===== config.mk =====
export PLATFORM = sky130hd
export DESIGN_NAME = program_loader
export DESIGN_NICKNAME = d
export VERILOG_FILES = /design/src/rtl/program_loader_pkg.sv /design/src/rtl/program_loader.sv
export SDC_FILE = /design/constraint.sdc
export NUM_CORES = 1
export LEC_CHECK = 0
export BUFFER_PORTS_ARGS = -buffer_cell sky130_fd_sc_hd__buf_2
export CORE_MARGIN = 10
export CORE_UTILIZATION = 30
export DETAILED_ROUTE_END_ITERATION = 8
export GPL_TIMING_DRIVEN = 0
export PLACE_DENSITY = 0.57
export SETUP_SLACK_MARGIN = 0.5
export SLEW_MARGIN = 20
export SYNTH_ARGS = -nofsm -noshare
export SYNTH_HDL_FRONTEND = slang
export SYNTH_SLANG_ARGS = --single-unit

===== constraint.sdc =====
create_clock -name CLK -period 1.8 [get_ports CLK]
set_clock_uncertainty 0.1 [all_clocks]
set_input_delay 0.27 -clock CLK [delete_from_list [all_inputs] [get_ports CLK]]
set_output_delay 0.27 -clock CLK [all_outputs]
set_load 0.02 [all_outputs]

===== src/rtl/program_loader_pkg.sv =====
// Shared definitions for the program loader and its neighbours.
// Holds the byte width of the host link, the instruction opcode field width,
// the HALT opcode (also used by the CPU decoder) and the loader state encoding.
package program_loader_pkg;

  localparam int BYTE_W       = 8;
  localparam int OPCODE_WIDTH = 5;

  // Opcode that terminates a load; the CPU decoder uses the same constant.
  localparam logic [OPCODE_WIDTH-1:0] HALT_OPCODE = 5'b00000;

  typedef enum logic [2:0] {
    ST_IDLE    = 3'd0,
    ST_LOAD_LO = 3'd1,
    ST_LOAD_HI = 3'd2,
    ST_WRITE   = 3'd3,
    ST_RUN     = 3'd4
  } state_t;

endpackage


===== src/rtl/program_loader.sv =====
// program_loader
// Writer side of program memory. Assembles a byte stream from the host link
// into 16-bit instructions (low byte first), writes them to PM from address 0,
// and holds the CPU in reset until a HALT word or the last PM address has been
// written.
//
// Ports
//   CLK       in   clock, rising edge
//   RESET     in   synchronous, active-low reset
//   LOAD_REQ  in   1-cycle pulse: (re)start a load at address 0
//   RUN_REQ   in   1-cycle pulse: run the program already in PM (IDLE only)
//   RX_DATA   in   incoming byte
//   RX_VALID  in   RX_DATA valid
//   RX_READY  out  loader accepts a byte this cycle
//   PM_WE     out  PM write strobe, one cycle per word
//   PM_ADDR   out  PM write address (holds last written address when idle)
//   PM_WDATA  out  PM write data {hi,lo}
//   CPU_RUN   out  1 = CPU may execute
//   BUSY      out  1 while loading (LOAD_LO/LOAD_HI/WRITE)
//   DONE      out  1 in RUN
//   OVERFLOW  out  sticky: PM filled without a HALT word
//   WORDS     out  words written by the last/current load
//   STATE     out  current FSM state, for observation
//
// Handshake: a byte transfers on a rising edge where RX_VALID and RX_READY are
// both 1. RX_READY depends only on the state, never on RX_VALID, so the sender
// may hold RX_VALID/RX_DATA stable and wait; a byte presented while RX_READY=0
// is simply not taken.
module program_loader
  import program_loader_pkg::*;
#(
  parameter int                   ADDR_W   = 11,
  parameter int                   DATA_W   = 16,  // must be 2 x BYTE_W
  parameter int                   OPCODE_W = OPCODE_WIDTH,
  parameter logic [OPCODE_W-1:0]  HALT_OP  = HALT_OPCODE
) (
  input  logic              CLK,
  input  logic              RESET,
  input  logic              LOAD_REQ,
  input  logic              RUN_REQ,
  input  logic [BYTE_W-1:0] RX_DATA,
  input  logic              RX_VALID,
  output logic              RX_READY,
  output logic              PM_WE,
  output logic [ADDR_W-1:0] PM_ADDR,
  output logic [DATA_W-1:0] PM_WDATA,
  output logic              CPU_RUN,
  output logic              BUSY,
  output logic              DONE,
  output logic              OVERFLOW,
  output logic [ADDR_W:0]   WORDS,
  output state_t            STATE
);

  localparam logic [ADDR_W-1:0] ADDR_LAST = '1;

  state_t              state;
  state_t              state_nxt;
  logic [ADDR_W-1:0]   addr;       // address of the word being assembled
  logic [ADDR_W-1:0]   last_addr;  // address of the most recent write
  logic [ADDR_W:0]     words;
  logic [BYTE_W-1:0]   lo;
  logic [BYTE_W-1:0]   hi;
  logic                overflow;
  logic                accept;
  logic [OPCODE_W-1:0] opcode;
  logic                is_halt;

  assign accept  = RX_VALID & RX_READY;
  assign opcode  = PM_WDATA[DATA_W-1 -: OPCODE_W];
  assign is_halt = (opcode == HALT_OP);

  // Next state and state-decoded outputs.
  always_comb begin
    state_nxt = state;
    RX_READY  = 1'b0;
    PM_WE     = 1'b0;
    BUSY      = 1'b0;
    DONE      = 1'b0;
    CPU_RUN   = 1'b0;
    unique case (state)
      ST_IDLE: begin
        if (LOAD_REQ)     state_nxt = ST_LOAD_LO;
        else if (RUN_REQ) state_nxt = ST_RUN;
      end
      ST_LOAD_LO: begin
        RX_READY = 1'b1;
        BUSY     = 1'b1;
        if (LOAD_REQ)    state_nxt = ST_LOAD_LO;
        else if (accept) state_nxt = ST_LOAD_HI;
      end
      ST_LOAD_HI: begin
        RX_READY = 1'b1;
        BUSY     = 1'b1;
        // A restart drops the half-assembled word.
        if (LOAD_REQ)    state_nxt = ST_LOAD_LO;
        else if (accept) state_nxt = ST_WRITE;
      end
      ST_WRITE: begin
        PM_WE = 1'b1;
        BUSY  = 1'b1;
        // The write in this cycle always completes, even on a restart.
        if (LOAD_REQ)                state_nxt = ST_LOAD_LO;
        else if (is_halt)            state_nxt = ST_RUN;
        else if (addr == ADDR_LAST)  state_nxt = ST_RUN;
        else                         state_nxt = ST_LOAD_LO;
      end
      ST_RUN: begin
        CPU_RUN = 1'b1;
        DONE    = 1'b1;
        if (LOAD_REQ) state_nxt = ST_LOAD_LO;
      end
      default: state_nxt = ST_IDLE;
    endcase
  end

  always_ff @(posedge CLK) begin
    if (!RESET) begin
      state     <= ST_IDLE;
      addr      <= '0;
      last_addr <= '0;
      words     <= '0;
      lo        <= '0;
      hi        <= '0;
      overflow  <= 1'b0;
    end else begin
      state <= state_nxt;

      if (state == ST_LOAD_LO && accept) lo <= RX_DATA;
      if (state == ST_LOAD_HI && accept) hi <= RX_DATA;

      if (state == ST_WRITE) begin
        last_addr <= addr;
        words     <= words + (ADDR_W+1)'(1);
        if (!is_halt) begin
          // addr saturates at the top word; the FSM leaves for RUN instead.
          if (addr == ADDR_LAST) overflow <= 1'b1;
          else                   addr     <= addr + ADDR_W'(1);
        end
      end

      // Any LOAD_REQ starts a fresh load; it overrides the updates above.
      if (LOAD_REQ) begin
        addr     <= '0;
        words    <= '0;
        overflow <= 1'b0;
      end
    end
  end

  // PM_ADDR shows the live address only while writing, so it holds the last
  // written address otherwise (addr has already moved on by then).
  assign PM_ADDR  = PM_WE ? addr : last_addr;
  assign PM_WDATA = {hi, lo};
  assign OVERFLOW = overflow;
  assign WORDS    = words;
  assign STATE    = state;

endmodule


== Yosys cells after proc, flatten, opt, wreduce, memory -nomap -nowiden ==
Index checks and enable logic that the tools add are counted.
Widths: inputs -> output; s select.

* Add/sub/neg operators: 2
* Equality and inequality tests: 9
* Multiplexer cells: 16
* Bitwise operators: 4
* Reduce and logical (&&, ||, !) cells: 10

{| class="wikitable"
|+ Operators with widths
! operator !! number
|-
| $mux 3 || 10
|-
| $pmux 3 s5 || 1
|-
| $add 12x1->12 const B || 1
|-
| $add 11x1->11 const B || 1
|-
| $eq 11x11->1 const B || 1
|-
| $mux 11 || 1
|-
| $ne 3x3->1 const B || 3
|-
| $eq 3x2->1 const B || 2
|-
| $reduce_and 3->1 || 2
|-
| $logic_not 5->1 || 1
|-
| $mux 1 || 4
|-
| $reduce_and 4->1 || 1
|-
| $reduce_or 2->1 || 2
|-
| $eq 3x1->1 const B || 1
|-
| $eq 3x3->1 const B || 1
|-
| $logic_not 3->1 || 1
|-
| $not 1->1 || 3
|-
| $reduce_or 3->1 || 1
|-
| $logic_and 1x1->1 || 2
|-
| $ne 2x2->1 const B || 1
|-
| $and 1x1->1 || 1
|}

* Bits in registers: 54
* Input bits: 13
* Word-level logic and storage cells: 48

== Longest topological paths before layout ==
* Depth after elaboration: 7
* Mapped depth: 8
* Gate-level depth less buffers: 5

== Least setup slack after synthesis ==
Ideal clock, no wire load.

* Path kind: register to output
* From: reg state[0], in the netlist STATE[0]
* To: out PM_ADDR[0]
* Arrival: 1.475 ns
* Required time: 1.430 ns
* Path slack: -0.045 ns
* Stages on the path, launching flop included: 8
* Path buffers: 3
* Cells stage by stage: dfxtp_1 buf_2 nand3b_4 clkinv_4 buf_6 buf_2 nand2_1 nand2_1

* Cells in the longest elaborated chain, start to end: 3

{| class="wikitable"
|+ RTL lines
! what !! line !! RTL
|-
| from (decl) || program_loader.sv:57 || <nowiki>state_t state;</nowiki>
|-
| from (signal assigned) || program_loader.sv:127 || <nowiki>state <= state_nxt;</nowiki>
|-
| $eq 3x2->1 || program_loader.sv:81 || <nowiki>unique case (state)</nowiki>
|-
| $mux 1 || program_loader.sv:81 ||
|-
| named net PM_WE || program_loader.sv:44 || <nowiki>output logic PM_WE,</nowiki>
|-
| $mux 11 || program_loader.sv:153 || <nowiki>assign PM_ADDR = PM_WE ? addr : last_addr;</nowiki>
|-
| to (decl) || program_loader.sv:45 || <nowiki>output logic [ADDR_W-1:0] PM_ADDR,</nowiki>
|}

The timed path passes the listed nets, and every way through them passes these cells.

== Worst setup path in the final report ==
* From: reg state[2], in the netlist STATE[2]
* To: out PM_ADDR[0]

* Cells in the longest elaborated chain, start to end: 3

{| class="wikitable"
|+ RTL lines
! what !! line
|-
| $eq 3x2->1 || program_loader.sv:81
|-
| $mux 1 || program_loader.sv:81
|-
| $mux 11 || program_loader.sv:153
|}

No other way between the ends.

==> results.toml <==
[route]
first_iter_violations = 63
routed_via_density = 4.851
drtAntennaViolNets = 0
wirelength_microns = 7166
detail_route.first_pass.iterations = 4
routed-via-count = 2280
wl_per_cell_microns = 15.25
drt_drc_violations_left = 0

[setup_path]
worst_ep_arrival_time_ns = 1.50
critPathRequiredTime_ns = 1.43
critical_path.max_fanout = 7
rr_endpoint = "WORDS[11]"
critPathCaptureType = "output pin"
worst_r2r_startpoint = "STATE[2]"
timing.critical_path.from_type = "register"
ff2ff_path_depth = 7
regToRegSetupSlack_ns = -0.03
category_of_the_critical_setup_timing_path = "register to output pin"

[yosys]
synth_sequential_area_ratio_pct = 44.49
synthesis.yosys.warnings = 0
async_set_or_reset_register_ratio_after_synthesis_pct = 0
cells_after_synth = 268
synthDistinctLibCells = 43
post_synthesis_cell_area_sq_um = 2430
postSynthRegisterBits = 54
synth.net_count = 283
syn_area_per_cell_sq_um = 9.067
synth_enable_flop_cells = 0
flip_flop_cell_with_the_highest_count_after_synthesis = "sky130_fd_sc_hd__dfxtp_1"

[final_layout]
filler_cell_count = 730
synthToLayoutAreaGrowth_pct = 60.40
ff_latch_area_sq_um = 1126
multi_input_area_sq_um = 1620
ratio_of_cells_with_drive_above_1_in_the_final_layout_pct = 56.25
antennaDiodeCount = 0
most_used_cells_in_the_layout_excluding_fill_and_tap_cells = "sky130_fd_sc_hd__buf_2, sky130_fd_sc_hd__buf_6, sky130_fd_sc_hd__dfxtp_1"
finish.instance_area_sq_um = 3897
final_net_count = 382
number_of_cells_in_the_finished_layout_apart_from_fillers = 470
utilization_pct = 49.92
final_common_cell = "sky130_fd_sc_hd__buf_2"

[global_route]
grt_antenna_before_repair = 0
grt_start_max_net_pins = 18
global_route_wire_length_before_repair_microns = 11450
groute.usage.overall_pct = 11.60
vias_in_the_first_global_route = 2328
grt_remaining_overflow = 0

[sta]
timing_max_transition_violations_final = 0
final.setup.worst_slack_ns = -0.07234
report.final.setup_viol = 15
grt_setup_unrepaired = "yes"
timing.slew.headroom_pct = 54.18
timing.final.hold_violations = 0
final.min_clock_period_ns = 1.872
clock.fmax_mhz = 534.1
max_slew.worst_pin.slew_ns = 0.6872
fin_setup_tns_ns = -0.7010
final_period_utilization_pct = 104.0

[die]
initial_utilization_pct = 31.12
io_pins = 61
die-area_sq_um = 12100
die_w_microns = 110.0
design.core.area_sq_um = 7807
die_y_microns = 110.0
placement_rows = 32

[clock_network]
clock_sink_count = 54
clock_path_buffers = 2
worstSkewPairLatency_ns = 0.31
cts_hold_buf = 0
worst_setup_hold_path_clk_slew_ns = 0.10
clock-root-buffer = "sky130_fd_sc_hd__clkbuf_8"
cts_inserted_buffers = 5
cts_tree = "built"
htreeDepth = 2

[status]
outcome = "finished with violations"
failed_checks = "negative setup slack"

[min_path]
worst_hold_startpoint = "RX_DATA[0]"
hp-class = "input pin to register"
timing.hold.worst_path_depth = 3
worstHoldEndpoint = "lo[0]"

[place]
place_hpwl_microns = 4653
placedInstanceArea_sq_um = 2953
gp_routability_congestion = 0.7170
number_of_cells_in_the_design_after_placement = 430
place.port_buffers = 60

[power_and_ir_drop]
total_leakage_power_uw = 0.001594
max-vdd-ir-drop_uv = 298.5
power-per-cell-area_nw_per_um2 = 556.9

[job]
cap_violations = 0
## critical path, cell delays in order, from the launching register on
cell and delay, ns:
sky130_fd_sc_hd__dfxtp_2 0.34, sky130_fd_sc_hd__buf_6 0.11, sky130_fd_sc_hd__nand3b_4 0.17, sky130_fd_sc_hd__clkinv_4 0.06, sky130_fd_sc_hd__buf_8 0.11, sky130_fd_sc_hd__buf_12 0.13
sky130_fd_sc_hd__nand2_2 0.07, sky130_fd_sc_hd__nand2_4 0.07, sky130_fd_sc_hd__buf_6 0.11
## repair_timing
action	in CTS	in global routing
endpoints found under the hold margin	0	0
cloned	1	0
pin swaps	41	20
buffers inserted	25	6
setup endpoints to repair	70	79
gates resized for setup	104	66
## flip-flops by register name, indices dropped and copies added, names as in the netlist
signal,count
last_addr,11
hi,8
OVERFLOW,1
WORDS,12
STATE,3
addr,11
lo,8
## per-stage QoR
step	hold WS, ns	power [uW]	worst slack (ns)
after floorplan	0.3342	1360	0.1695
after global placement	0.3518	1421	0.02717
after detailed placement	0.3550	1422	0.02568
after CTS	0.1280	2166	-0.05027
after global routing	0.1357	2255	-0.1285
final	0.1269	2171	-0.07234
## power breakdown
| part | leakage, uW | total (uW) | internal, uW | switching, uW |
|---|---|---|---|---|
| Combinational | 0.00110 | 257 | 125 | 133 |
| Sequential | 0.000450 | 1210 | 1200 | 9.65 |
| Clock | 0.0000484 | 704 | 276 | 428 |
## synth_stat cells (3+ instances only)
cell,number,area [sq um]
sky130_fd_sc_hd__dfxtp_1,54,1081
sky130_fd_sc_hd__nand2_1,40,150.1
sky130_fd_sc_hd__nor2b_1,17,106.4
sky130_fd_sc_hd__a21oi_1,16,80.08
sky130_fd_sc_hd__mux2i_1,15,150.1
sky130_fd_sc_hd__and2_1,13,81.33
sky130_fd_sc_hd__nor2_1,12,45.04
sky130_fd_sc_hd__nand3_1,9,45.04
sky130_fd_sc_hd__o21ai_0,9,45.04
sky130_fd_sc_hd__clkbuf_1,6,22.52
sky130_fd_sc_hd__inv_1,5,18.77
sky130_fd_sc_hd__or3_1,5,31.28
sky130_fd_sc_hd__or4_1,5,37.54
sky130_fd_sc_hd__buf_2,4,20.02
sky130_fd_sc_hd__o31ai_1,4,30.03
sky130_fd_sc_hd__o41ai_1,4,35.03
sky130_fd_sc_hd__xnor2_1,4,35.03
sky130_fd_sc_hd__and3_1,3,18.77
sky130_fd_sc_hd__and4_1,3,26.28
sky130_fd_sc_hd__nand4_1,3,18.77
sky130_fd_sc_hd__o21a_1,3,22.52
sky130_fd_sc_hd__o311ai_0,3,26.28
sky130_fd_sc_hd__xor2_1,3,26.28
## worst max path at each step
stage                         from         end  slack, ns
after floorplan              hi[5]     addr[6]       0.17
after global placement    STATE[2]  PM_ADDR[1]       0.03
after detailed placement  STATE[2]  PM_ADDR[5]       0.03
after CTS                 STATE[2]  PM_ADDR[1]      -0.05
after global routing      STATE[2]  PM_ADDR[0]      -0.13
final                     STATE[2]  PM_ADDR[0]      -0.07
## metal layers
metal	vias to the layer above	global-route usage, %	wire length, microns
li1	1138	-	-
met1	1095	14.09	3132
met2	43	19.18	3467
met3	4	4.701	543
met4	0	1.859	23
met5	-	0	0
## kinds of logic after synthesis
| logic type | after synthesis | synth area share (%) |
|---|---|---|
| flip-flops | 54 | 44.49 |
| AO/OA/AOI/OAI | 45 | 13.18 |
| AND/OR/NAND/NOR | 124 | 27.70 |
| multiplexers | 16 | 6.642 |
| XOR/XNOR | 7 | 2.523 |
| adder cells (fa/ha/maj) | 2 | 1.030 |
| buffers and inverters | 20 | 4.428 |
## cell type report
| class | count | area share (%) |
|---|---|---|
| inverters | 6 | 0.7063 |
| flip-flops and latches | 54 | 28.89 |
| well taps | 102 | 3.274 |
| plain buffers | 14 | 3.852 |
| clock inverters | 3 | 0.5136 |
| repair buffers | 92 | 19.42 |
| clock buffers | 5 | 1.766 |
| multi-input cells | 194 | 41.57 |
Note: power is estimated with default switching activity, not from simulation.
